<file path="config.mk">
export PLATFORM = sky130hd
export DESIGN_NAME = mash_cfg_seq_flat
export DESIGN_NICKNAME = d
export VERILOG_FILES = /design/src/rtl/mash_cfg_seq_if.sv /design/src/rtl/mash_cfg_seq.sv /design/src/flat_wrapper.sv
export SDC_FILE = /design/constraint.sdc
export NUM_CORES = 1
export LEC_CHECK = 0
export CORE_ASPECT_RATIO = 0.8
export CORE_MARGIN = 4
export CORE_UTILIZATION = 54
export CTS_CLUSTER_DIAMETER = 80
export CTS_CLUSTER_SIZE = 12
export DETAILED_ROUTE_END_ITERATION = 16
export PLACE_DENSITY_LB_ADDON = 0.05
export SLEW_MARGIN = 10
export SYNTH_ARGS = -nofsm -noshare
export SYNTH_HDL_FRONTEND = slang
export SYNTH_SLANG_ARGS = --single-unit
</file>
<file path="constraint.sdc">
create_clock -name i_clk -period 2.4 [get_ports i_clk]
set_input_delay 0.48 -clock i_clk [delete_from_list [all_inputs] [get_ports i_clk]]
set_output_delay 0.48 -clock i_clk [all_outputs]
set_load 0.02 [all_outputs]
</file>
<file path="src/rtl/mash_cfg_seq_if.sv">
// Register-write bus into the MASH configuration sequencer.
//   wr_en   : write strobe, at most one write per cycle
//   wr_addr : 4-bit register address
//   wr_data : 8-bit write data
// master drives the bus (host / testbench); slave is the sequencer.
interface mash_cfg_seq_if;
  logic       wr_en;
  logic [3:0] wr_addr;
  logic [7:0] wr_data;

  modport master (output wr_en, output wr_addr, output wr_data);
  modport slave  (input  wr_en, input  wr_addr, input  wr_data);
endinterface

</file>
<file path="src/rtl/mash_cfg_seq.sv">
// Configuration sequencer in front of the NCSP MASH top.
// Shadow registers are filled from the write bus; a commit runs
// RESET -> SETTLE -> (PHASE) -> DONE, copying shadow to active on RESET entry.
// Ports:
//   i_clk, i_rst_n          clock, async active-low reset
//   wr_bus                  register-write bus (slave modport)
//   o_busy, o_done          sequence in progress / 1-cycle completion pulse
//   o_msb/o_isb/o_lsb/o_int active fractional and integer words
//   o_seed, o_sel_order, o_mash_bit, o_sel_frac, o_phaseadd  active settings
//   o_mash_rst, o_mashreseten  MASH reset request / reset enable (RESET state)
//   o_phaseadjusten         1-cycle phase-adjust pulse
// Optional feature macro: MASH_CFG_SEED_LFSR_EN (seed taken from a 12-bit LFSR).
module mash_cfg_seq #(
  parameter int unsigned RST_CYC    = 4,
  parameter int unsigned SETTLE_CYC = 8
) (
  input  logic                i_clk,
  input  logic                i_rst_n,
  mash_cfg_seq_if.slave       wr_bus,
  output logic                o_busy,
  output logic                o_done,
  output logic [7:0]          o_msb,
  output logic [7:0]          o_isb,
  output logic [7:0]          o_lsb,
  output logic [7:0]          o_int,
  output logic [11:0]         o_seed,
  output logic [1:0]          o_sel_order,
  output logic [3:0]          o_mash_bit,
  output logic                o_sel_frac,
  output logic [11:0]         o_phaseadd,
  output logic                o_mash_rst,
  output logic                o_mashreseten,
  output logic                o_phaseadjusten
);

  localparam int unsigned CNT_W    = 8;
  localparam int unsigned SEED_W   = 12;
  localparam logic [CNT_W-1:0] RST_LOAD    = CNT_W'(RST_CYC - 1);
  localparam logic [CNT_W-1:0] SETTLE_LOAD = CNT_W'(SETTLE_CYC - 1);

  typedef enum logic [2:0] {
    ST_IDLE, ST_RESET, ST_SETTLE, ST_PHASE, ST_DONE
  } state_t;

  state_t           state_q, state_d;
  logic [CNT_W-1:0] cnt_q, cnt_d;
  logic             pend_q, pend_d;
  logic             pend_ph_q, pend_ph_d;
  logic             run_ph_q, run_ph_d;
  logic             copy_c;

  logic [7:0]        sh_msb_q, sh_isb_q, sh_lsb_q, sh_int_q;
  logic [SEED_W-1:0] sh_seed_q;
  logic [1:0]        sh_order_q;
  logic              sh_frac_q;
  logic [3:0]        sh_mbit_q;
  logic [11:0]       sh_phadd_q;
  logic [SEED_W-1:0] seed_src_c;

  logic commit_c, ph_req_c;
  assign commit_c = wr_bus.wr_en && (wr_bus.wr_addr == 4'hA) && wr_bus.wr_data[0];
  assign ph_req_c = wr_bus.wr_data[1];

  // Shadow register file, writable in any state
  always_ff @(posedge i_clk or negedge i_rst_n) begin
    if (!i_rst_n) begin
      sh_msb_q   <= '0;
      sh_isb_q   <= '0;
      sh_lsb_q   <= '0;
      sh_int_q   <= '0;
      sh_seed_q  <= '0;
      sh_order_q <= '0;
      sh_frac_q  <= 1'b0;
      sh_mbit_q  <= '0;
      sh_phadd_q <= '0;
    end else if (wr_bus.wr_en) begin
      case (wr_bus.wr_addr)
        4'h0: sh_msb_q          <= wr_bus.wr_data;
        4'h1: sh_isb_q          <= wr_bus.wr_data;
        4'h2: sh_lsb_q          <= wr_bus.wr_data;
        4'h3: sh_int_q          <= wr_bus.wr_data;
        4'h4: sh_seed_q[7:0]    <= wr_bus.wr_data;
        4'h5: sh_seed_q[11:8]   <= wr_bus.wr_data[3:0];
        4'h6: begin
          sh_frac_q  <= wr_bus.wr_data[2];
          sh_order_q <= wr_bus.wr_data[1:0];
        end
        4'h7: sh_mbit_q         <= wr_bus.wr_data[3:0];
        4'h8: sh_phadd_q[7:0]   <= wr_bus.wr_data;
        4'h9: sh_phadd_q[11:8]  <= wr_bus.wr_data[3:0];
        default: ;
      endcase
    end
  end

`ifdef MASH_CFG_SEED_LFSR_EN
  // Fibonacci LFSR x^12+x^6+x^4+x+1; a bus reseed wins over a step in the same cycle
  logic [SEED_W-1:0] lfsr_q;
  logic [SEED_W-1:0] reseed_val_c;
  logic              reseed_c;
  logic              lfsr_fb_c;

  assign lfsr_fb_c = lfsr_q[11] ^ lfsr_q[5] ^ lfsr_q[3] ^ lfsr_q[0];
  assign reseed_c  = wr_bus.wr_en && ((wr_bus.wr_addr == 4'h4) || (wr_bus.wr_addr == 4'h5));

  always_comb begin
    reseed_val_c = sh_seed_q;
    if (wr_bus.wr_addr == 4'h4) reseed_val_c[7:0]  = wr_bus.wr_data;
    else                        reseed_val_c[11:8] = wr_bus.wr_data[3:0];
    if (reseed_val_c == '0) reseed_val_c = SEED_W'(1);
  end

  always_ff @(posedge i_clk or negedge i_rst_n) begin
    if (!i_rst_n)      lfsr_q <= SEED_W'(1);
    else if (reseed_c) lfsr_q <= reseed_val_c;
    else if (copy_c)   lfsr_q <= {lfsr_q[10:0], lfsr_fb_c};
  end

  assign seed_src_c = lfsr_q;
`else
  assign seed_src_c = sh_seed_q;
`endif

  // Sequencer state register
  always_ff @(posedge i_clk or negedge i_rst_n) begin
    if (!i_rst_n) begin
      state_q   <= ST_IDLE;
      cnt_q     <= '0;
      pend_q    <= 1'b0;
      pend_ph_q <= 1'b0;
      run_ph_q  <= 1'b0;
    end else begin
      state_q   <= state_d;
      cnt_q     <= cnt_d;
      pend_q    <= pend_d;
      pend_ph_q <= pend_ph_d;
      run_ph_q  <= run_ph_d;
    end
  end

  // Next-state logic; copy_c marks every entry into RESET
  always_comb begin
    state_d   = state_q;
    cnt_d     = cnt_q;
    pend_d    = pend_q;
    pend_ph_d = pend_ph_q;
    run_ph_d  = run_ph_q;
    copy_c    = 1'b0;
    case (state_q)
      ST_IDLE: begin
        if (commit_c) begin
          state_d  = ST_RESET;
          cnt_d    = RST_LOAD;
          run_ph_d = ph_req_c;
          copy_c   = 1'b1;
        end
      end
      ST_RESET: begin
        if (cnt_q == '0) begin
          state_d = ST_SETTLE;
          cnt_d   = SETTLE_LOAD;
        end else begin
          cnt_d = cnt_q - CNT_W'(1);
        end
      end
      ST_SETTLE: begin
        if (cnt_q == '0) state_d = run_ph_q ? ST_PHASE : ST_DONE;
        else             cnt_d   = cnt_q - CNT_W'(1);
      end
      ST_PHASE: state_d = ST_DONE;
      ST_DONE: begin
        // A commit landing in DONE merges with any held one
        if (pend_q || commit_c) begin
          state_d   = ST_RESET;
          cnt_d     = RST_LOAD;
          run_ph_d  = pend_ph_q | (commit_c & ph_req_c);
          pend_d    = 1'b0;
          pend_ph_d = 1'b0;
          copy_c    = 1'b1;
        end else begin
          state_d = ST_IDLE;
        end
      end
      default: state_d = ST_IDLE;
    endcase
    if (commit_c && (state_q != ST_IDLE) && (state_q != ST_DONE)) begin
      pend_d    = 1'b1;
      pend_ph_d = pend_ph_q | ph_req_c;
    end
  end

  // Registered control outputs decoded from the next state
  always_ff @(posedge i_clk or negedge i_rst_n) begin
    if (!i_rst_n) begin
      o_busy          <= 1'b0;
      o_done          <= 1'b0;
      o_mash_rst      <= 1'b0;
      o_mashreseten   <= 1'b0;
      o_phaseadjusten <= 1'b0;
    end else begin
      o_busy          <= (state_d != ST_IDLE);
      o_done          <= (state_d == ST_DONE);
      o_mash_rst      <= (state_d == ST_RESET);
      o_mashreseten   <= (state_d == ST_RESET);
      o_phaseadjusten <= (state_d == ST_PHASE);
    end
  end

  // Active settings change only on RESET entry
  always_ff @(posedge i_clk or negedge i_rst_n) begin
    if (!i_rst_n) begin
      o_msb       <= '0;
      o_isb       <= '0;
      o_lsb       <= '0;
      o_int       <= '0;
      o_seed      <= '0;
      o_sel_order <= '0;
      o_mash_bit  <= '0;
      o_sel_frac  <= 1'b0;
      o_phaseadd  <= '0;
    end else if (copy_c) begin
      o_msb       <= sh_msb_q;
      o_isb       <= sh_isb_q;
      o_lsb       <= sh_lsb_q;
      o_int       <= sh_int_q;
      o_seed      <= seed_src_c;
      o_sel_order <= sh_order_q;
      o_mash_bit  <= sh_mbit_q;
      o_sel_frac  <= sh_frac_q;
      o_phaseadd  <= sh_phadd_q;
    end
  end

endmodule
</file>
<file path="src/flat_wrapper.sv">
// flat-port wrapper written by rule: the top's interface ports become plain ports
module mash_cfg_seq_flat 
#(
  parameter int unsigned RST_CYC    = 4,
  parameter int unsigned SETTLE_CYC = 8
)
  (i_clk, i_rst_n, o_busy, o_done, o_msb, o_isb, o_lsb, o_int, o_seed, o_sel_order, o_mash_bit, o_sel_frac, o_phaseadd, o_mash_rst, o_mashreseten, o_phaseadjusten, wr_bus_wr_en, wr_bus_wr_addr, wr_bus_wr_data);
  mash_cfg_seq_if wr_bus_i ();
  input  logic i_clk;
  input  logic i_rst_n;
  output logic o_busy;
  output logic o_done;
  output logic [7:0] o_msb;
  output logic [7:0] o_isb;
  output logic [7:0] o_lsb;
  output logic [7:0] o_int;
  output logic [11:0] o_seed;
  output logic [1:0] o_sel_order;
  output logic [3:0] o_mash_bit;
  output logic o_sel_frac;
  output logic [11:0] o_phaseadd;
  output logic o_mash_rst;
  output logic o_mashreseten;
  output logic o_phaseadjusten;
  input wire logic [$bits(wr_bus_i.wr_en)-1:0] wr_bus_wr_en;
  input wire logic [$bits(wr_bus_i.wr_addr)-1:0] wr_bus_wr_addr;
  input wire logic [$bits(wr_bus_i.wr_data)-1:0] wr_bus_wr_data;
  assign wr_bus_i.wr_en = wr_bus_wr_en;
  assign wr_bus_i.wr_addr = wr_bus_wr_addr;
  assign wr_bus_i.wr_data = wr_bus_wr_data;
  mash_cfg_seq #(.RST_CYC(RST_CYC), .SETTLE_CYC(SETTLE_CYC)) u_core (.i_clk(i_clk), .i_rst_n(i_rst_n), .wr_bus(wr_bus_i), .o_busy(o_busy), .o_done(o_done), .o_msb(o_msb), .o_isb(o_isb), .o_lsb(o_lsb), .o_int(o_int), .o_seed(o_seed), .o_sel_order(o_sel_order), .o_mash_bit(o_mash_bit), .o_sel_frac(o_sel_frac), .o_phaseadd(o_phaseadd), .o_mash_rst(o_mash_rst), .o_mashreseten(o_mashreseten), .o_phaseadjusten(o_phaseadjusten));
endmodule
</file>
======== After elaboration in Yosys (flattened, before gate mapping) ========
Index checks and enable logic that the tools add are counted.
storage, ports and cells
  register bits ........................... 144
  logic and storage cells ................. 102
operators by class
  $add $sub $neg .......................... 1
  eq/ne operators ......................... 21
  mux-type cells .......................... 21
  bitwise gates (word level) .............. 3
  reduce and logical (&&, ||, !) cells .... 27
operators with widths
  kind                   number
  $mux W8                4
  $pmux W8 S4            1
  $reduce_and A2 Y1      11
  $eq A4 B3 Y1 const B   4
  $pmux W3 S5            1
  $eq A4 B4 Y1 const B   3
  $mux W3                4
  $eq A3 B2 Y1 const B   3
  $mux W1                9
  $eq A4 B2 Y1 const B   2
  $logic_not A8 Y1       1
  $sub A8 B1 Y8 const B  1
  $eq A3 B1 Y1 const B   2
  $eq A3 B3 Y1 const B   2
  $reduce_bool A2 Y1     3
  $reduce_bool A3 Y1     2
  $eq A4 B1 Y1 const B   1
  $logic_and A1 B1 Y1    4
  $logic_not A4 Y1       1
  $ne A2 B1 Y1 const B   2
  $pmux W1 S2            2
  $reduce_and A4 Y1      1
  $reduce_bool A4 Y1     1
  $logic_not A3 Y1       1
  other kinds (6)        7

======== Logic depth before layout (Yosys ltp) ========
  depth in word-level cells ............... 7
  mapped depth ............................ 8
  depth with buffers taken out ............ 7

======== Worst setup path after synthesis ========
Ideal clock, no wire load.
  path type ............................... reg-to-reg
  start ................................... register u_core.cnt_q[0]
  end ..................................... register u_core.state_q[1]
  arrival ................................. 1.732 ns
  data required time ...................... 2.270 ns
  setup slack ............................. 0.538 ns
  stages on the path, launching flop included .. 9
  path through ............................ dfrtp_1 inv_1 ha_1 or3b_1 buf_6 nor3_1 a21oi_1 a21oi_1 nor2_1
between the ends
  word-level cells in the longest chain between the ends .. 3
ends and longest elaborated chain
  what                        RTL line                                  RTL
  start, declared             mash_cfg_seq.sv:46                        logic [CNT_W-1:0] cnt_q, cnt_d;
  start signal, assigned      mash_cfg_seq.sv:134                       cnt_q <= cnt_d;
  $logic_not A8 Y1 *          mash_cfg_seq.sv:159, mash_cfg_seq.sv:167
  $mux W3 (on tied branches)  mash_cfg_seq.sv:167, mash_cfg_seq.sv:159
  $pmux W3 S5 *               mash_cfg_seq.sv:149                       case (state_q)
  via u_core.state_d[1]       mash_cfg_seq.sv:45                        state_t state_q, state_d;
  end signal, assigned        mash_cfg_seq.sv:133                       state_q <= state_d;
  end, declared               mash_cfg_seq.sv:45
Mark *: on every way through the listed nets, which the timed path passes. The rest lies on a longest branch.
A chain may end at the register's enable or synchronous reset.

======== Worst setup path in the final report ========
Same ends and word-level chain as after synthesis.

==> impl_summary.txt <==
----------------------------------------------------
[GRT]
  Global-route wire length before repair ... 20.4 mm
  Total global-route track usage ... 0.223
  Sum of overflow across all layers after global routing ... 0
  Maximum number of pins on one net before global-route repair ... 60
  Antenna violations before repair ... 0
  Via count of the first global-routing pass ... approximately 3800

[Floorplanning]
  Number of ports placed on the die boundary ... 83
  Floorplan row count ... 33
  Die width ... 123 um
  Initial Utilization ... 0.557
  Placeable core area ... 10300 sq um
  Die area ... about 12000 sq um
  Y dimension of the die ... about 100 um

[STA]
  Worst slew margin relative to its limit ... 0.554
  Final worst path period share ... 0.901
  Setup repair after global routing missed its margin ... false
  Setup ws final ... between 0.2 and 0.25 ns
  Min Hold Slack ... 0.485 ns
  Highest attainable clock frequency ... 462 MHz
  Least-Margin Pin Slew ... 0.668 ns
  Worst clock skew ... 0.00953 ns
  Final number of max-transition violations ... 0
  Setup violators final ... 0
  Time the worst path needs with I/O delays and setup ... around 2.2 ns
  Setup total negative slack ... 0 ns
  Number of hold violations in the final report ... 0

[Clock network]
  TritonCTS clock tree ... built
  CTS HTree Levels ... 4
  Post-CTS Setup Inserts ... 0
  Master cell of the clock root buffer ... sky130_fd_sc_hd__clkbuf_16
  Deepest clock path buffer count ... 2
  Reg clk slew, reported paths ... 0.06 ns
  Number of buffers added to fix hold violations after cts ... 1
  Clk_lat worst skew ... 0.41 ns
  Cts repair resizes ... 0
  Total clock buffers created by CTS ... 17
  Num Clock Sinks ... 144

[Logic synthesis]
  Dominant cell type by area after synthesis ... sky130_fd_sc_hd__dfrtp_1
  Syn Nets ... between 400 and 500
  Library cells used by synthesis ... 45
  Number of warning messages in the yosys log ... 0
  Share of synthesized area occupied by flip-flops and latches ... 0.630
  Cell Area, Synth ... between 5000 and 6000 sq um
  Gate count after technology mapping ... 385
  Post-synth EDFFs ... 0
  Area share of the largest cell type after synthesis ... 0.630
  Synth Flop Type ... sky130_fd_sc_hd__dfrtp_1
  Yosys reg bits ... roughly 140
  Post-Synthesis Mean Instance Area ... 14.9 sq um
  Area contributors post-synth ... sky130_fd_sc_hd__dfrtp_1, sky130_fd_sc_hd__mux2_2, sky130_fd_sc_hd__mux2_1
  Fraction of synthesis flops using an asynchronous set or reset pin ... 1.00

[Cells and area]
  Area overhead of the layout relative to synthesis ... 30.5%
  Register area ... 3600 sq um
  Most frequent cells in the layout ... sky130_fd_sc_hd__dfrtp_1, sky130_fd_sc_hd__mux2_2, sky130_fd_sc_hd__clkdlybuf4s50_1
  Most common library cell in the layout ignoring fill and taps ... sky130_fd_sc_hd__dfrtp_1
  Layout cell share with drive strength beyond 1 ... 0.353
  Net count, final ... approximately 500
  Area used by multi-input combinational logic ... between 1500 and 2000 sq um
  Diode count ... 0
  Area of all placed cells without fillers ... 7470 sq um
  Count of filler cells inserted in the layout ... between 600 and 700

[Placement]
  Number of buffers inserted by port buffering ... 82
  Total half-perimeter wirelength after legalization and detailed placement ... 7.94 mm
  Post-placement worst setup slack ... -0.0219 ns
  Area post-placement ... 6810 sq um
  Global placement routability congestion ... between 0.8 and 0.9

[Worst setup path]
  Crit-path max FO ... 6
  Crit path launch ... u_core.cnt_q[0]
  Critical register-to-register path endpoint ... u_core.state_q[1]
  Worst setup path class ... register to register
  Crit path DAT ... ~2.4 ns
  Number of cells on the worst reg-to-reg path ... 7
  Timing endpoint of the critical path ... u_core.state_q[1]
  CP Data Required Time ... 2.68 ns
  CP Launch Type ... register
  Worst R2R Start ... u_core.cnt_q[0]
  Endpoint class of the critical path ... register
  Worst setup slack for register-to-register paths ... ~0.24 ns

[Run]
  Max-cap violation count ... 0

[Power and ir drop]
  Max VDD drop ... 0.639 mV
  Final Power ... between 5 and 6 mW
  Cell area power density ... 801 nW/um^2
  Static Leak ... 3.46 nW

[Routing]
  Post-DRT Antenna Nets ... 0
  Drt initial violations ... 230
  Vias per cell ... 5.41
  DRC violations left ... 0
  Iteration count of the initial detailed-routing pass ... 4
  Wire length per cell after detailed routing ... 19.4 um
  Total via count after detailed routing ... approximately 3500
  Routed wire length ... between 10 and 15 mm

[Outcome]
  Run status ... completed

[Worst hold path]
  Class of the tightest hold or removal check ... register to register

----------------------------------------------------
-- stage by stage --
| stage | cells | utilization |
|---|---|---|
| after floorplan | 385 | - |
| after global placement | 605 | 0.663 |
| after detailed placement | 605 | 0.663 |
| after CTS | 638 | 0.726 |
| after global routing | 638 | 0.726 |
| final | 638 | 0.726 |
-- sequential cells by signal (all words and copies together), names as in the netlist, 12 cells and up --
signal and cells:
u_core.sh_phadd_q 12, u_core.seed_src_c 12, u_core.o_seed 12, u_core.o_phaseadd 12
-- worst min-delay path by stage --
stage / from / endpoint / slack, ns / depth (start not counted)
2_1_floorplan: i_rst_n / u_core.cnt_q[0] / 0.18 / 0
3_3_place_gp: i_rst_n / u_core.o_lsb[2] / 0.41 / 1
3_5_place_dp: i_rst_n / u_core.o_lsb[2] / 0.41 / 1
4_1_cts: u_core.seed_src_c[11] / u_core.o_seed[11] / 0.49 / 1
5_1_grt: u_core.sh_isb_q[7] / u_core.o_isb[7] / 0.50 / 1
6_report: u_core.sh_order_q[1] / u_core.o_sel_order[1] / 0.49 / 1
-- routing by layer --
metal | global-route usage | part of all wire | vias up
met2 | 0.342 | 0.48 | 98
met3 | 0.0715 | 0.059 | 12
met1 | 0.306 | 0.45 | 1765
met4 | 0.0732 | 0.0084 | 0
met5 | 0 | 0 | -
li1 | - | - | 1577
-- worst max-delay path, cell delays in order, from the launching register on --
cell,delay (ns)
sky130_fd_sc_hd__dfrtp_1,0.38
sky130_fd_sc_hd__inv_1,0.08
sky130_fd_sc_hd__ha_1,0.20
sky130_fd_sc_hd__or3b_1,0.51
sky130_fd_sc_hd__nor3_1,0.42
sky130_fd_sc_hd__a21oi_1,0.19
sky130_fd_sc_hd__a21oi_1,0.19
sky130_fd_sc_hd__nor2_1,0.06
-- Yosys cell counts (all sizes together) (4+ instances only) --
library cell and instances:
a21oi 9, buf 10, clkbuf 8, dfrtp 144
inv 5, mux2 126, nand2 12, nand2b 4
nor2 12, nor3b 5, o21ai 11, or3 4
-- where the power goes --
part	switching (mW)	internal, mW
Clock	0.956	1.85
Sequential	0.123	2.68
Combinational	0.150	0.223
-- logic make-up after synthesis --
group | share of synthesized area
DFF | 0.630
and+or+nand+nor | 0.0558
buffers and inverters | 0.0210
AOI/OAI and AO/OA | 0.0400
muxes | 0.251
adders and majority gates | 0.00219
-- cell type report --
| cell class | count | share of cell area |
|---|---|---|
| clock buffer | 23 | 0.0654 |
| clock inverter | 9 | 0.0206 |
| inverter | 5 | 0.00251 |
| multi-input combinational | 218 | 0.268 |
| sequential | 144 | 0.483 |
| tap | 140 | 0.0235 |
| timing repair buffer | 99 | 0.138 |
(Power assumes the default switching activity.)
